## src/rtl/shift_seq_pkg.sv

```systemverilog
// Shared types and constants for the multi-step shift sequencer.
// Latency: n/a (declarations only).
// Backpressure: n/a.
package shift_seq_pkg;

  typedef enum logic [1:0] {
    ST_IDLE  = 2'd0,
    ST_SHIFT = 2'd1,
    ST_DONE  = 2'd2
  } state_t;

  localparam logic DIR_LEFT  = 1'b0;
  localparam logic DIR_RIGHT = 1'b1;

  localparam int MAX_STEP   = 2;
  localparam int DEF_DATA_W = 4;
  localparam int DEF_AMT_W  = 3;

endpackage

```

## src/rtl/shift_step_4.sv

```systemverilog
// One combinational logical shift of a 4-bit word by 0..3 places, zero fill, with lost-bit flag.
// Latency: 0 cycles (pure combinational).
// Backpressure: none; output follows inputs.
module shift_step_4
  import shift_seq_pkg::*;
(
  input  logic [3:0] i_data,
  input  logic [1:0] i_step,
  input  logic       i_dir,
  output logic [3:0] o_data,
  output logic       o_lost
);

  // Widen to 8 bits so the bits pushed off the end land in the spare half.
  logic [7:0] w_left;
  logic [7:0] w_right;

  // Left shift spills into [7:4]; right shift spills into [3:0].
  always_comb begin
    w_left  = {4'b0000, i_data} << i_step;
    w_right = {i_data, 4'b0000} >> i_step;
    if (i_dir == DIR_RIGHT) begin
      o_data = w_right[7:4];
      o_lost = |w_right[3:0];
    end else begin
      o_data = w_left[3:0];
      o_lost = |w_left[7:4];
    end
  end

endmodule

```

## src/rtl/multi_shift_sequencer.sv

```systemverilog
// Applies a logical shift of 0..7 as a sequence of at most MAX_STEP-place steps, tracking lost ones.
// Latency: ceil(amt/2)+1 cycles from accept edge to out_valid.
// Backpressure: result held in DONE until out_ready; in_ready only in IDLE, so no new request meanwhile.
module multi_shift_sequencer
  import shift_seq_pkg::*;
#(
  parameter int DATA_W   = DEF_DATA_W,
  parameter int AMT_W    = DEF_AMT_W,
  parameter int MAX_STEP = shift_seq_pkg::MAX_STEP
) (
  input  logic              clk,
  input  logic              rst_n,
  input  logic              in_valid,
  output logic              in_ready,
  input  logic [DATA_W-1:0] in_data,
  input  logic [AMT_W-1:0]  in_amt,
  input  logic              in_dir,
  output logic              out_valid,
  input  logic              out_ready,
  output logic [DATA_W-1:0] out_data,
  output logic              out_lost,
  output logic [AMT_W-1:0]  out_steps
);

  state_t            r_state;
  state_t            w_nxt;

  // Working copy of the operation; published outputs are kept separately so
  // they show the previous result until the new one is complete.
  logic [DATA_W-1:0] r_work;
  logic [AMT_W-1:0]  r_rem;
  logic              r_dir;
  logic              r_wlost;
  logic [AMT_W-1:0]  r_wsteps;

  logic [DATA_W-1:0] r_out_data;
  logic              r_out_lost;
  logic [AMT_W-1:0]  r_out_steps;

  logic [1:0]        w_step;
  logic [DATA_W-1:0] w_shd;
  logic              w_lost;

  // Per-cycle step is the remaining amount capped at MAX_STEP.
  always_comb begin
    w_step = r_rem[1:0];
    if (r_rem > AMT_W'(MAX_STEP)) begin
      w_step = 2'(MAX_STEP);
    end
  end

  shift_step_4 u_step (
    .i_data (r_work),
    .i_step (w_step),
    .i_dir  (r_dir),
    .o_data (w_shd),
    .o_lost (w_lost)
  );

  // State register.
  always_ff @(posedge clk) begin
    if (!rst_n) begin
      r_state <= ST_IDLE;
    end else begin
      r_state <= w_nxt;
    end
  end

  // Next-state logic; SHIFT exits only when the remaining amount is used up.
  always_comb begin
    w_nxt = r_state;
    case (r_state)
      ST_IDLE: begin
        if (in_valid) begin
          w_nxt = (in_amt == '0) ? ST_DONE : ST_SHIFT;
        end
      end
      ST_SHIFT: begin
        if (r_rem == AMT_W'(w_step)) begin
          w_nxt = ST_DONE;
        end
      end
      ST_DONE: begin
        if (out_ready) begin
          w_nxt = ST_IDLE;
        end
      end
      default: w_nxt = ST_IDLE;
    endcase
  end

  // Capture, per-step update and result publication.
  always_ff @(posedge clk) begin
    if (!rst_n) begin
      r_work      <= '0;
      r_rem       <= '0;
      r_dir       <= DIR_LEFT;
      r_wlost     <= 1'b0;
      r_wsteps    <= '0;
      r_out_data  <= '0;
      r_out_lost  <= 1'b0;
      r_out_steps <= '0;
    end else begin
      case (r_state)
        ST_IDLE: begin
          if (in_valid) begin
            r_work   <= in_data;
            r_rem    <= in_amt;
            r_dir    <= in_dir;
            r_wlost  <= 1'b0;
            r_wsteps <= '0;
            if (in_amt == '0) begin
              r_out_data  <= in_data;
              r_out_lost  <= 1'b0;
              r_out_steps <= '0;
            end
          end
        end
        ST_SHIFT: begin
          r_work   <= w_shd;
          r_wlost  <= r_wlost | w_lost;
          r_wsteps <= r_wsteps + AMT_W'(1);
          r_rem    <= r_rem - AMT_W'(w_step);
          if (w_nxt == ST_DONE) begin
            r_out_data  <= w_shd;
            r_out_lost  <= r_wlost | w_lost;
            r_out_steps <= r_wsteps + AMT_W'(1);
          end
        end
        default: ;
      endcase
    end
  end

  // Handshake flags; in_ready is also gated by reset so it reads 0 while held.
  always_comb begin
    in_ready  = (r_state == ST_IDLE) && rst_n;
    out_valid = (r_state == ST_DONE);
    out_data  = r_out_data;
    out_lost  = r_out_lost;
    out_steps = r_out_steps;
  end

endmodule

```

## config.mk

```make
export PLATFORM = sky130hd
export DESIGN_NAME = multi_shift_sequencer
export DESIGN_NICKNAME = d
export VERILOG_FILES = /design/src/rtl/shift_seq_pkg.sv /design/src/rtl/shift_step_4.sv /design/src/rtl/multi_shift_sequencer.sv
export SDC_FILE = /design/constraint.sdc
export NUM_CORES = 1
export LEC_CHECK = 0
export CAP_MARGIN = 20
export CORE_MARGIN = 2
export CORE_UTILIZATION = 51
export DETAILED_ROUTE_END_ITERATION = 7
export PLACE_DENSITY = 0.87
export REMOVE_ABC_BUFFERS = 1
export SYNTH_ARGS = -nofsm -noshare
export SYNTH_HDL_FRONTEND = slang
export SYNTH_SLANG_ARGS = --single-unit
```

## constraint.sdc

```tcl
create_clock -name clk -period 1.65 [get_ports clk]
set_input_delay 0.33 -clock clk [delete_from_list [all_inputs] [get_ports clk]]
set_output_delay 0.33 -clock clk [all_outputs]
set_load 0.03 [all_outputs]
```

==> Yosys cells after proc, flatten, opt, wreduce, memory -nomap -nowiden <==
Cells that the tools add are included.
{ "word_totals": {"ff_bits": 22, "inputBits": 12, "output_inout_bits": 10, "word_cells": 59} }
{ "classes": {"add_sub_neg": 2, "n_lt_le_gt_ge": 1, "eq_ne": 7, "n_shift": 2, "muxes": 28, "bitwise": 1, "reduce_logical": 9} }
{ "ops": {"columns": ["op", "n"], "rows": [
  ["two-way mux 4 bit", 5],
  ["one-hot mux 3 bit (2 select lines)", 3],
  ["one-hot mux 4 bit (2 select lines)", 2],
  ["two-way mux 3 bit", 5],
  ["two-way mux 2 bit", 5],
  ["OR reduction 4 bit", 2],
  ["<< shifter 4 x 2 -> 8 bit", 1],
  [">> shifter 8 x 2 -> 8 bit", 1],
  ["!= test 2 bit, second input constant", 3],
  ["one-hot mux 2 bit (3 select lines)", 1],
  ["two-way mux 1 bit", 5],
  ["== test 2 bit, second input constant", 2],
  ["one-hot mux 1 bit (2 select lines)", 2],
  ["AND reduction 2 bit", 2],
  ["AND reduction 4 bit", 1],
  ["adder 3 x 1 -> 3 bit, second input constant", 1],
  ["== test 3 x 2 -> 1 bit", 1],
  ["greater-than comparator 3 x 2 -> 1 bit, second input constant", 1],
  ["logical NOT 3 bit", 1],
  ["subtractor 3 x 2 -> 3 bit", 1],
  ["== test 2 x 1 -> 1 bit, second input constant", 1],
  ["logical NOT 2 bit", 1],
  ["nonzero test 2 bit", 1],
  ["logical AND 1 bit", 1],
  ["bitwise OR 1 bit", 1]
]} }

==> Longest topological paths before layout <==
{ "depth": {"word_depth": 8, "mapped_depth": 6, "depth_no_buf": 5} }

==> Hierarchy <==
A second synthesis with hierarchy kept.
{ "hier_totals": {"hier_cells": 147, "area_unflattened_um2": 1298.7} }
{ "by_module_without_submodules": {"columns": ["module", "n_inst", "cells_per_inst", "area_per_inst_um2", "seq_area_each_um2"], "rows": [
  ["multi_shift_sequencer", 1, 114, 1063.5, 440.4],
  ["shift_step_4", 1, 33, 235.2, 0.0]
]} }

==> Worst setup path before layout <==
No wires, ideal clock.
{ "synth_path": {"path_kind": "input -> output", "from": "input port rst_n", "to": "output port in_ready", "arrival_time_ns": 1.057, "required_time_ns": 1.320, "path_slack_ns": 0.263, "path_stages": 3, "path_buffers": 1, "path_cell_list": "clkbuf_1 > nand2b_1 > nor2_1"} }
{ "synth_between": {"elab_chain_cells": 1} }
{ "synth_lines": {"columns": ["element", "line", "rtl"], "rows": [
  ["from (decl)", "multi_shift_sequencer.sv:12", "input logic rst_n,"],
  ["logical AND 1 bit", "multi_shift_sequencer.sv:137", "in_ready = (r_state == ST_IDLE) && rst_n;"],
  ["to (decl)", "multi_shift_sequencer.sv:14", "output logic in_ready,"]
]} }
No other way between the ends.

==> Final worst setup path <==
Ends and elaborated chain as after synthesis.

==> summary.md <==
| Metric | Value |
|---|---|
| Status | `finished clean` |
| Maximum clock frequency | `0.627 GHz` |
| 1st-iter DRT viols | `22` |
| Hold Path Class | `register to register` |
| Main combinational cell family by area after synthesis | `compound AO/OA/AOI/OAI gates` |
| Initial Util | `0.548` |
| Die span in x | `53.0 um` |
| Clock latency on the worst-skew pair | `0.32 ns` |
| Routed WL per cell | `around 15 um` |
| CTS buffer count | `3` |
| Vias in the first global route | `about 1100` |
| Synth Area in Adders | `0.0204` |
| Primary FF master, synth | `dfxtp_1` |
| Area delta synth->final | `28.0%` |
| Netlist cell types | `47` |
| Post-route ant nets | `0` |
| Post-synth top area cell | `dfxtp_1` |
| Clock edge transition at the registers on the reported setup and hold paths | `0.13 ns` |
| CTS Root Cell | `clkbuf_4` |
| Crit-path max FO | `3` |
| Chip Height | `approximately 53 um` |
| Worst Skew | `0.00611 ns` |
| Post-synthesis sequential area ratio | `0.360` |
| Clock Sinks | `22` |
| Max rail drop VDD | `0.817 mV` |
| Site Rows | `17` |
| Nets | `between 150 and 200` |
| Max layer used | `met4` |
| Vias per inst | `6.00` |
| First-pass GRT wire length | `5090 um` |
| Hold endpoint | `out_data[0]` |
| Final setup fails | `0` |
| Synth top area share | `0.360` |
| Setup Total Neg Slack | `0 ns` |
| Fin Hold WS | `0.492 ns` |
| Unrepaired setup endpoints after global routing | `false` |
| Total core area | `2230 um2` |
| Synth area leaders | `dfxtp_1 (36%), o21ai_0 (4.9%), nor2b_1 (3.6%)` |
| Synth Area in Compound Gates | `0.296` |
| Fin crit share | `0.967` |
| Met1 Wirelength | `about 1300 um` |
| Element type at the critical path end | `primary output` |
| Fin. Hold Viols | `0` |
| Overflow after GRT | `0` |
| R2R setup slack | `0.12 ns` |
| Worst setup SP type | `primary input` |
| Post-synthesis simple-gate area fraction | `0.237` |
| Max Cap Viol | `0` |
| N_diodes | `0` |
| Worst hold path cell count | `2` |
| Max Root-Sink Buffers | `2` |
| Largest net degree at the start of global routing | `15` |
| Layout cells sized above 1 | `0.173` |
| Total Wirelength | `about 3000 um` |
| Final Util | `0.702` |
| Drt drc | `0` |
| Post-CTS Hold Buffers | `0` |
| GRT Util Overall | `0.254` |
| Total power | `0.00142 W` |
| Routability cong. | `0.879` |
| PortBufs | `21` |
| H-Tree Depth | `1` |
| Mapped Area | `about 1200 um2` |
| Reg2reg path depth | `4` |
| Leak pwr | `~0.65 nW` |
| Placed cells | `~200` |
| Synth warn | `0` |
| WL met3 | `between 150 and 200 um` |
| R2R Path End | `out_data[2]` |
| Minimum clock period | `1.59 ns` |
| Fin. max-slew vios | `0` |
| Dpl hpwl | `2140 um` |
| I/O pins | `22` |
| Required @ worst endpoint | `1.32 ns` |
| Via Count | `1207` |
| CTS tree | `built` |
| Post-Layout Cell Count | `around 200` |
| Worst R2R Start | `r_rem[2]` |
| Hold Crit Start | `out_data[0]` |
| First drt pass iteration count | `4` |
| Mux contribution to synthesized area | `0.0245` |
| CP Class | `primary input to primary output` |
| WL met2 | `1510 um` |
| Crit. Startpoint | `rst_n` |
| Antenna violations before repair | `0` |
| FFs w/ async S/R, synth | `0` |
| Pwr Density | `907 nW/um2` |
| Cells after Synth | `143` |
| Xor and xnor area share after synthesis | `0.00715` |
| #FFs+latches synth | `22` |
| Critical path arrival | `1.26 ns` |
| Syn_area_per_cell | `8.57 um2` |
| Post-synth EDFFs | `0` |
| DIE AREA | `around 2800 um2` |
==> cell usage after synthesis (2+ instances only) <==
library cell and n:
and2_1 4, o21ai_0 12, inv_1 2, o21a_1 3
dfxtp_1 22, nor3b_1 3, buf_4 2, nand2_1 7
o31ai_2 3, nor3_1 4, o211ai_1 3, nand2b_1 5
o2bb2ai_1 2, ha_1 2, buf_2 3, o31ai_1 2
nor2b_1 7, nor2_1 10, mux2i_1 3, o21ai_1 2
clkbuf_1 4, nand3_1 8, a21oi_1 6
==> cell usage in the layout (no fill, tap or decap), types with 4 or more instances in the layout <==
master / netlist / final
clkdlybuf4s50_1: 0 / 11
buf_4: 2 / 17
nand3_1: 8 / 8
o21ai_0: 12 / 12
a21oi_1: 6 / 6
dfxtp_1: 22 / 21
nor2b_1: 7 / 7
nor3_1: 4 / 4
nand2_1: 7 / 7
dlygate4sd2_1: 0 / 8
nand2b_1: 5 / 5
and2_1: 4 / 4
nor2_1: 10 / 9
==> timing repair <==
action                                 in CTS  in global routing
setup endpoints to repair                   8                  3
gates resized for setup                     8                  2
endpoints found under the hold margin       0                  0
buffers inserted                            0                  0
==> kinds of logic (layout without fill, tap and decap cells) <==
logic type,Yosys count,in the layout
compound gates,49,49
xor+xnor,1,1
fa+ha+maj,2,2
buf+inv,12,42
flops,22,22
mux,3,3
other cells,1,1
simple gates,53,53
==> worst max-delay path: stages <==
cell	delay [ns]
clkdlybuf4s50_1	0.53
nand2b_1	0.12
nor2_2	0.11
buf_4	0.17
==> registers in the layout (all words and copies together) (netlist names) <==
register	flops
r_wsteps	3
out_steps	3
out_lost	1
r_state	2
out_data	4
r_dir	1
r_wlost	1
r_work	4
r_rem	3
==> power breakdown <==
part | switching, W | internal (W)
registers | 0.0000568 | 0.000572
logic | 0.000198 | 0.000170
clock network | 0.000179 | 0.000246
==> worst max-delay path by stage <==
stage / cells past startpoint / slack (ns) / endpoint
floorplan: 4 / -0.03 / out_steps[2]
global placement: 6 / -0.03 / out_data[3]
detailed placement: 6 / -0.14 / out_data[1]
CTS: 4 / 0.02 / in_ready
global route: 3 / 0.009 / in_ready
finish: 4 / 0.06 / in_ready
==> layout make-up <==
type	count	area, um2
inverter	2	7.51
sequential	22	442
clock inverter	1	30.0
fill	165	666
timing repair buffer	36	308
clock buffer	3	22.5
tap	28	35.0
multi-input combinational	109	723
==> through the flow <==
step	worst slack (ns)	area, um2
global placement	-0.0286	1520
CTS	0.0219	1560
finish	0.0552	1570
detailed placement	-0.136	1520
global route	0.00854	1570
floorplan	-0.0282	1170
==> layer usage <==
metal  vias up  GRT usage
li1        591          -
met1       555      0.321
met2        54      0.406
met3         7     0.0452
met4         0      0.137
met5         -          0
Note: power is estimated with default switching activity, not from simulation.
